$ cat config.mk
export PLATFORM = sky130hd
export DESIGN_NAME = axis_dsnk_pkt_flat
export DESIGN_NICKNAME = d
export VERILOG_FILES = /design/src/rtl/axis_dsnk_pkt_if.sv /design/src/rtl/axis_dsnk_pkt.sv /design/src/flat_wrapper.sv
export SDC_FILE = /design/constraint.sdc
export NUM_CORES = 1
export LEC_CHECK = 0
export BUFFER_PORTS_ARGS = -buffer_cell sky130_fd_sc_hd__buf_2
export CORE_MARGIN = 2
export CORE_UTILIZATION = 40
export DETAILED_ROUTE_END_ITERATION = 6
export HOLD_SLACK_MARGIN = 0.08
export PLACE_DENSITY = 0.6
export SLEW_MARGIN = 20
export SYNTH_ARGS = -nofsm -noshare
export SYNTH_HDL_FRONTEND = slang
export SYNTH_SLANG_ARGS = --single-unit
export TNS_END_PERCENT = 20
$ cat constraint.sdc
create_clock -name AXIS_ACLK -period 6.6 [get_ports AXIS_ACLK]
set_clock_uncertainty 0.2 [all_clocks]
set_input_delay 0.33 -clock AXIS_ACLK [delete_from_list [all_inputs] [get_ports AXIS_ACLK]]
set_output_delay 0.33 -clock AXIS_ACLK [all_outputs]
set_load 0.005 [all_outputs]
$ cat src/rtl/axis_dsnk_pkt_if.sv
// rtl/axis_dsnk_pkt_if.sv - stream handshake bundle between a packet source and the sink/checker
interface axis_dsnk_pkt_if #(
  parameter int NUM_BYTES = 4
);
  logic                   tvalid;
  logic [8*NUM_BYTES-1:0] tdata;
  logic                   tlast;
  logic                   tready;

  modport master (output tvalid, output tdata, output tlast, input tready);
  modport slave  (input tvalid, input tdata, input tlast, output tready);
endinterface

$ cat src/rtl/axis_dsnk_pkt.sv
// rtl/axis_dsnk_pkt.sv - stream packet sink: programmable backpressure, length/data checks, counters
module axis_dsnk_pkt #(
  parameter int C_S_AXIS_TDATA_NUM_BYTES = 4,
  parameter bit C_CNT_SATURATE           = 1'b1
) (
  input  logic                                    AXIS_ACLK,
  input  logic                                    AXIS_ARESET,
  axis_dsnk_pkt_if.slave                          s_axis,
  input  logic [31:0]                             cmd,
  input  logic                                    new_cmd,
  input  logic [31:0]                             num_bytes,
  input  logic [31:0]                             data_type,
  input  logic [31:0]                             num_pkts,
  input  logic [31:0]                             ready_mask,
  output logic [31:0]                             stat,
  output logic [31:0]                             rx_cnt,
  output logic [31:0]                             rx_pkt_cnt,
  output logic [31:0]                             data_err_cnt,
  output logic [31:0]                             len_err_cnt,
  output logic [8*C_S_AXIS_TDATA_NUM_BYTES-1:0]   first_err_data,
  output logic [8*C_S_AXIS_TDATA_NUM_BYTES-1:0]   first_err_exp
);
  localparam int W = 8 * C_S_AXIS_TDATA_NUM_BYTES;
  localparam logic [31:0]  BEAT_BYTES = 32'(C_S_AXIS_TDATA_NUM_BYTES);
  localparam logic [W-1:0] ONE = W'(1);

  typedef enum logic [1:0] {IDLE, RECV, DONE} state_e;

  state_e       state_q, state_d;
  logic         rx_enable_q, rx_enable_d;
  logic         seed_vld_q, seed_vld_d;
  logic         first_err_vld_q, first_err_vld_d;
  logic [31:0]  rot_q, rot_d;
  logic [31:0]  rx_cnt_q, rx_cnt_d;
  logic [31:0]  rx_pkt_cnt_q, rx_pkt_cnt_d;
  logic [31:0]  data_err_cnt_q, data_err_cnt_d;
  logic [31:0]  len_err_cnt_q, len_err_cnt_d;
  logic [W-1:0] exp_q, exp_d;
  logic [W-1:0] first_err_data_q, first_err_data_d;
  logic [W-1:0] first_err_exp_q, first_err_exp_d;

  logic         tready;
  logic         xfr;
  logic         clear;
  logic         mismatch;
  logic [31:0]  rx_cnt_inc;
  logic [31:0]  pkt_inc;

  function automatic logic [31:0] cnt_inc(input logic [31:0] c);
    if (C_CNT_SATURATE && (c == 32'hFFFF_FFFF)) return c;
    return c + 32'd1;
  endfunction

  function automatic logic [W-1:0] step(input logic [W-1:0] v, input logic [31:0] dt);
    return (dt == 32'd1) ? (v - ONE) : (v + ONE);
  endfunction

  assign tready        = rx_enable_q & (state_q != DONE) & rot_q[0];
  assign s_axis.tready = tready;
  assign xfr           = s_axis.tvalid & tready;
  assign clear         = new_cmd & (cmd == 32'd2);

  always_comb begin
    state_d          = state_q;
    rx_enable_d      = rx_enable_q;
    seed_vld_d       = seed_vld_q;
    first_err_vld_d  = first_err_vld_q;
    rot_d            = rot_q;
    rx_cnt_d         = rx_cnt_q;
    rx_pkt_cnt_d     = rx_pkt_cnt_q;
    data_err_cnt_d   = data_err_cnt_q;
    len_err_cnt_d    = len_err_cnt_q;
    exp_d            = exp_q;
    first_err_data_d = first_err_data_q;
    first_err_exp_d  = first_err_exp_q;
    mismatch         = 1'b0;
    rx_cnt_inc       = rx_cnt_q + BEAT_BYTES;
    pkt_inc          = cnt_inc(rx_pkt_cnt_q);

    if (rx_enable_q) rot_d = {rot_q[0], rot_q[31:1]};
    if (new_cmd && (cmd == 32'd1)) begin
      rx_enable_d = 1'b1;
      rot_d       = (ready_mask == 32'd0) ? 32'hFFFF_FFFF : ready_mask;
    end
    if (new_cmd && (cmd == 32'd3)) rx_enable_d = 1'b0;

    if (xfr) begin
      mismatch   = seed_vld_q && (data_type != 32'd2) && (s_axis.tdata != exp_q);
      seed_vld_d = 1'b1;
      // A corrupt beat advances from the expected value so the following good beat still matches.
      exp_d      = mismatch ? step(exp_q, data_type) : step(s_axis.tdata, data_type);
      if (mismatch) begin
        data_err_cnt_d = cnt_inc(data_err_cnt_q);
        if (!first_err_vld_q) begin
          first_err_vld_d  = 1'b1;
          first_err_data_d = s_axis.tdata;
          first_err_exp_d  = exp_q;
        end
      end
      rx_cnt_d = rx_cnt_inc;
      if (state_q == IDLE) state_d = RECV;
      if (s_axis.tlast) begin
        if (rx_cnt_inc != num_bytes) len_err_cnt_d = cnt_inc(len_err_cnt_q);
        rx_pkt_cnt_d = pkt_inc;
        rx_cnt_d     = 32'd0;
        if ((num_pkts != 32'd0) && (pkt_inc == num_pkts)) state_d = DONE;
      end
    end

    if (clear) begin
      state_d          = IDLE;
      rx_enable_d      = 1'b0;
      seed_vld_d       = 1'b0;
      first_err_vld_d  = 1'b0;
      rot_d            = 32'd0;
      rx_cnt_d         = 32'd0;
      rx_pkt_cnt_d     = 32'd0;
      data_err_cnt_d   = 32'd0;
      len_err_cnt_d    = 32'd0;
      exp_d            = '0;
      first_err_data_d = '0;
      first_err_exp_d  = '0;
    end
  end

  always_ff @(posedge AXIS_ACLK) begin
    if (AXIS_ARESET) begin
      state_q          <= IDLE;
      rx_enable_q      <= 1'b0;
      seed_vld_q       <= 1'b0;
      first_err_vld_q  <= 1'b0;
      rot_q            <= 32'd0;
      rx_cnt_q         <= 32'd0;
      rx_pkt_cnt_q     <= 32'd0;
      data_err_cnt_q   <= 32'd0;
      len_err_cnt_q    <= 32'd0;
      exp_q            <= '0;
      first_err_data_q <= '0;
      first_err_exp_q  <= '0;
    end else begin
      state_q          <= state_d;
      rx_enable_q      <= rx_enable_d;
      seed_vld_q       <= seed_vld_d;
      first_err_vld_q  <= first_err_vld_d;
      rot_q            <= rot_d;
      rx_cnt_q         <= rx_cnt_d;
      rx_pkt_cnt_q     <= rx_pkt_cnt_d;
      data_err_cnt_q   <= data_err_cnt_d;
      len_err_cnt_q    <= len_err_cnt_d;
      exp_q            <= exp_d;
      first_err_data_q <= first_err_data_d;
      first_err_exp_q  <= first_err_exp_d;
    end
  end

  assign stat = {28'h0, first_err_vld_q,
                 (data_err_cnt_q != 32'd0) | (len_err_cnt_q != 32'd0),
                 state_q == DONE, rx_enable_q};
  assign rx_cnt         = rx_cnt_q;
  assign rx_pkt_cnt     = rx_pkt_cnt_q;
  assign data_err_cnt   = data_err_cnt_q;
  assign len_err_cnt    = len_err_cnt_q;
  assign first_err_data = first_err_data_q;
  assign first_err_exp  = first_err_exp_q;
endmodule

$ cat src/flat_wrapper.sv
// flat-port wrapper written by rule: the top's interface ports become plain ports
module axis_dsnk_pkt_flat 
#(
  parameter int C_S_AXIS_TDATA_NUM_BYTES = 4,
  parameter bit C_CNT_SATURATE           = 1'b1
)
  (AXIS_ACLK, AXIS_ARESET, cmd, new_cmd, num_bytes, data_type, num_pkts, ready_mask, stat, rx_cnt, rx_pkt_cnt, data_err_cnt, len_err_cnt, first_err_data, first_err_exp, s_axis_tvalid, s_axis_tdata, s_axis_tlast, s_axis_tready);
  axis_dsnk_pkt_if #(.NUM_BYTES(4)) s_axis_i ();
  input  logic AXIS_ACLK;
  input  logic AXIS_ARESET;
  input  logic [31:0] cmd;
  input  logic new_cmd;
  input  logic [31:0] num_bytes;
  input  logic [31:0] data_type;
  input  logic [31:0] num_pkts;
  input  logic [31:0] ready_mask;
  output logic [31:0] stat;
  output logic [31:0] rx_cnt;
  output logic [31:0] rx_pkt_cnt;
  output logic [31:0] data_err_cnt;
  output logic [31:0] len_err_cnt;
  output logic [8*C_S_AXIS_TDATA_NUM_BYTES-1:0] first_err_data;
  output logic [8*C_S_AXIS_TDATA_NUM_BYTES-1:0] first_err_exp;
  input wire logic [$bits(s_axis_i.tvalid)-1:0] s_axis_tvalid;
  input wire logic [$bits(s_axis_i.tdata)-1:0] s_axis_tdata;
  input wire logic [$bits(s_axis_i.tlast)-1:0] s_axis_tlast;
  output wire logic [$bits(s_axis_i.tready)-1:0] s_axis_tready;
  assign s_axis_i.tvalid = s_axis_tvalid;
  assign s_axis_i.tdata = s_axis_tdata;
  assign s_axis_i.tlast = s_axis_tlast;
  assign s_axis_tready = s_axis_i.tready;
  axis_dsnk_pkt #(.C_S_AXIS_TDATA_NUM_BYTES(C_S_AXIS_TDATA_NUM_BYTES), .C_CNT_SATURATE(C_CNT_SATURATE)) u_core (.AXIS_ACLK(AXIS_ACLK), .AXIS_ARESET(AXIS_ARESET), .s_axis(s_axis_i), .cmd(cmd), .new_cmd(new_cmd), .num_bytes(num_bytes), .data_type(data_type), .num_pkts(num_pkts), .ready_mask(ready_mask), .stat(stat), .rx_cnt(rx_cnt), .rx_pkt_cnt(rx_pkt_cnt), .data_err_cnt(data_err_cnt), .len_err_cnt(len_err_cnt), .first_err_data(first_err_data), .first_err_exp(first_err_exp));
endmodule
==> flow_summary.json <==
{
  "outcome": "completed",
  "antenna_found_initial": 0,
  "start_kind": "input pin",
  "syn_to_final_growth_pct": 24.4,
  "setup_violations": 0,
  "whs_path_depth": 5,
  "gp_routability_congestion": 0.903,
  "start_util": 0.405,
  "swShare": 0.242,
  "cp_num_buf_inv": 3,
  "tightest_slew_ps": 1030,
  "fin_tns_setup_ps": 0,
  "slowest_delay_ps": 700,
  "synthFlopType": "dfxtp_1",
  "clock_latency_ps": 580,
  "powerDensity_mw_per_mm2": 178,
  "clk_pin_slew_ps": 60,
  "maxSlewViolCount": 0,
  "critPathArrivalTime_ps": 5510,
  "ys_types": 75,
  "critical_path_depth": 17,
  "nets": 2616,
  "path_class": "in -> reg",
  "tritoncts": "done",
  "ir_drop_mv": 0.200,
  "synth_seq_area_share": 0.323,
  "fmax_mhz": 189,
  "grt_pass1_vias": 15300,
  "endpoint_kind": "register",
  "die_h_microns": 204,
  "post-route-min-period_ps": 5290,
  "ant_nets": 0,
  "rsz0062_at_grt": "no",
  "drt_iter0_drc": 1070,
  "port_buffers": 391,
  "reg2reg_depth": 15,
  "root_buffer": "clkbuf_16",
  "coreArea_sq_mm": 0.0396,
  "dr.pass1.iters": 7,
  "num_io_pins": 422,
  "avgSynthCellArea_sq_um": 8.06,
  "grt_max_degree": 136,
  "fin_util": 0.504,
  "sequentialPowerShare": 0.441,
  "cts_sinks": 259,
  "layout_commonest_cell": "buf_2",
  "viasPerCell": 5.62,
  "overflow": 0,
  "drc_errors": 0,
  "relSlewSlack": 0.307,
  "finalCritPeriodShare": 0.801,
  "ys_async_sr_fraction": 0,
  "min-delay-path-class": "in -> reg",
  "synth_edf_count": 0,
  "wirelength_microns": 52800,
  "clock_power_share": 0.483,
  "finalHoldViolations": 0,
  "required_ps": 6830,
  "antennaDiodeCount": 0,
  "drv_cap": 0,
  "crit_family": "simple AND/OR/NAND/NOR gates",
  "dieArea_sq_mm": 0.0417,
  "die_width_microns": 204,
  "p_comb_frac": 0.076,
  "syn_area_sq_mm": 0.0160,
  "final_cell_mix": "buf_2, dfxtp_1, nor2_1",
  "multiInputGateArea_sq_mm": 0.0102,
  "num_rows": 73,
  "critPathMaxFanout": 34,
  "yosysWarnings": 0,
  "wl_per_cell_microns": 18.0,
  "final-seq-area_sq_mm": 0.00519,
  "crit_chain": "dlygate4sd3_1, buf_2, xnor2_1, nand4_1, nor4_1, a21oi_4, buf_12, mux2_2, ha_1, nand4_1, nor4_1, nand3_1, a211oi_1, o21a_1, o211ai_1, a221oi_1, a31oi_1",
  "power_switching_uw": 856,
  "num-fill-cells": 3858,
  "cts_buffers": 31,
  "cts_buffer_depth": 3,
  "num_vias": 16500,
  "grt_usage": 0.243,
  "p_leak_nw": 7.75,
  "postSynthCellCount": 1992,
  "crit_path_top_delay_cell": "nor4_1",
  "post-dp-hpwl_microns": 37700,
  "p_int_mw": 2.69,
  "ys_ff_latch": 259,
  "drive_above_1_share": 0.214,
  "htree_levels": 1,
  "grt_pass1_wl_microns": 82700
}
per-layer routing:
| layer | up-vias | GRT usage | share of wire |
|---|---|---|---|
| li1 | 8013 | - | - |
| met1 | 7814 | 0.326 | 0.44 |
| met2 | 542 | 0.390 | 0.46 |
| met3 | 106 | 0.0502 | 0.070 |
| met4 | 0 | 0.0756 | 0.030 |
| met5 | - | 0 | 0 |
power by group through the flow:
stage | Combinational, mW | Clock (mW) | Sequential [mW]
2_1_floorplan | 0.130 | 0 | 1.60
3_3_place_gp | 0.232 | 0 | 1.60
3_5_place_dp | 0.234 | 0 | 1.60
4_1_cts | 0.265 | 1.76 | 1.56
5_1_grt | 0.291 | 1.82 | 1.56
6_report | 0.268 | 1.71 | 1.56
through the flow:
step / setup WS (ps) / std cells / instance area, sq um / hold slack (ps) / power (mW)
6_report: 1310 / 2930 / 20000 / 123 / 3.55
5_1_grt: 704 / 2930 / 20000 / 159 / 3.68
4_1_cts: 1410 / 2930 / 20000 / 90.3 / 3.59
3_5_place_dp: 1360 / 2807 / 18300 / 252 / 1.83
3_3_place_gp: 1460 / 2807 / 18300 / 244 / 1.83
2_1_floorplan: 1990 / 2021 / 16200 / 203 / 1.73
timing repair:
| action | in CTS | in global routing |
|---|---|---|
| endpoints found under the hold margin | 67 | 0 |
| hold buffers | 67 | 0 |
| resized for setup | 0 | 0 |
| buffers inserted | 0 | 0 |
cells by family after synthesis:
logic type / Yosys count / synth area share
DFF: 259 / 0.323
AOI/OAI and AO/OA: 402 / 0.155
muxes: 137 / 0.0880
buffers and inverters: 175 / 0.0497
xor gates and xnor gates: 169 / 0.0922
adders and majority gates: 37 / 0.0293
and+or+nand+nor: 812 / 0.262
other: 1 / 0.000234
final timing paths:
check / start / end / slack (ps)
setup / recovery: s_axis_tdata[17] / u_core.exp_q[31]$_SDFFE_PP0P_ / 1310
hold / removal: num_pkts[15] / u_core.state_q[0]$_SDFFE_PP0P_ / 120
setup reg to reg: u_core.exp_q[25]$_SDFFE_PP0P_ / u_core.exp_q[31]$_SDFFE_PP0P_ / 1360
hold reg to reg: u_core.state_q[1]$_SDFFE_PP0P_ / u_core.state_q[1]$_SDFFE_PP0P_ / 260
final cells by class:
class                           count  share of cell area
Multi-Input combinational cell   1587               0.512
Sequential cell                   259               0.260
Timing Repair Buffer              471               0.138
Clock buffer                       39              0.0414
Tap cell                          525              0.0329
Clock inverter                     17             0.00921
Inverter                           32             0.00602
cells in the mapped netlist (41+ instances only):
| library cell | number | share of area |
|---|---|---|
| and3_1 | 43 | 0.017 |
| clkbuf_1 | 89 | 0.021 |
| dfxtp_1 | 259 | 0.32 |
| mux2i_1 | 104 | 0.065 |
| nand3_1 | 78 | 0.024 |
| nand4_1 | 60 | 0.023 |
| o21ai_0 | 89 | 0.028 |
| xor2_1 | 65 | 0.035 |
| nand2_1 | 136 | 0.032 |
| a211oi_1 | 41 | 0.019 |
| nor4_1 | 64 | 0.025 |
| nor2_1 | 212 | 0.050 |
| nor3_1 | 67 | 0.021 |
| a21oi_1 | 135 | 0.042 |
| xnor2_1 | 104 | 0.057 |
sequential cells by signal, summed over array words and instances, names as in the netlist:
name	count
u_core.first_err_data	32
u_core.first_err_exp	32
u_core.data_err_cnt	32
u_core.exp_q	32
u_core.rx_cnt	30
u_core.rx_pkt_cnt	32
u_core.first_err_vld_q	1
u_core.len_err_cnt	32
u_core.rot_q	32
u_core.seed_vld_q	1
u_core.state_q	2
u_core.rx_enable_q	1
tightest hold or removal path, stage by stage:
cell	delay [ps]
buf_2	100
xnor2_1	100
o211ai_1	100
a2111oi_1	130
nor2_1	90
Note: power is estimated with default switching activity, not from simulation.
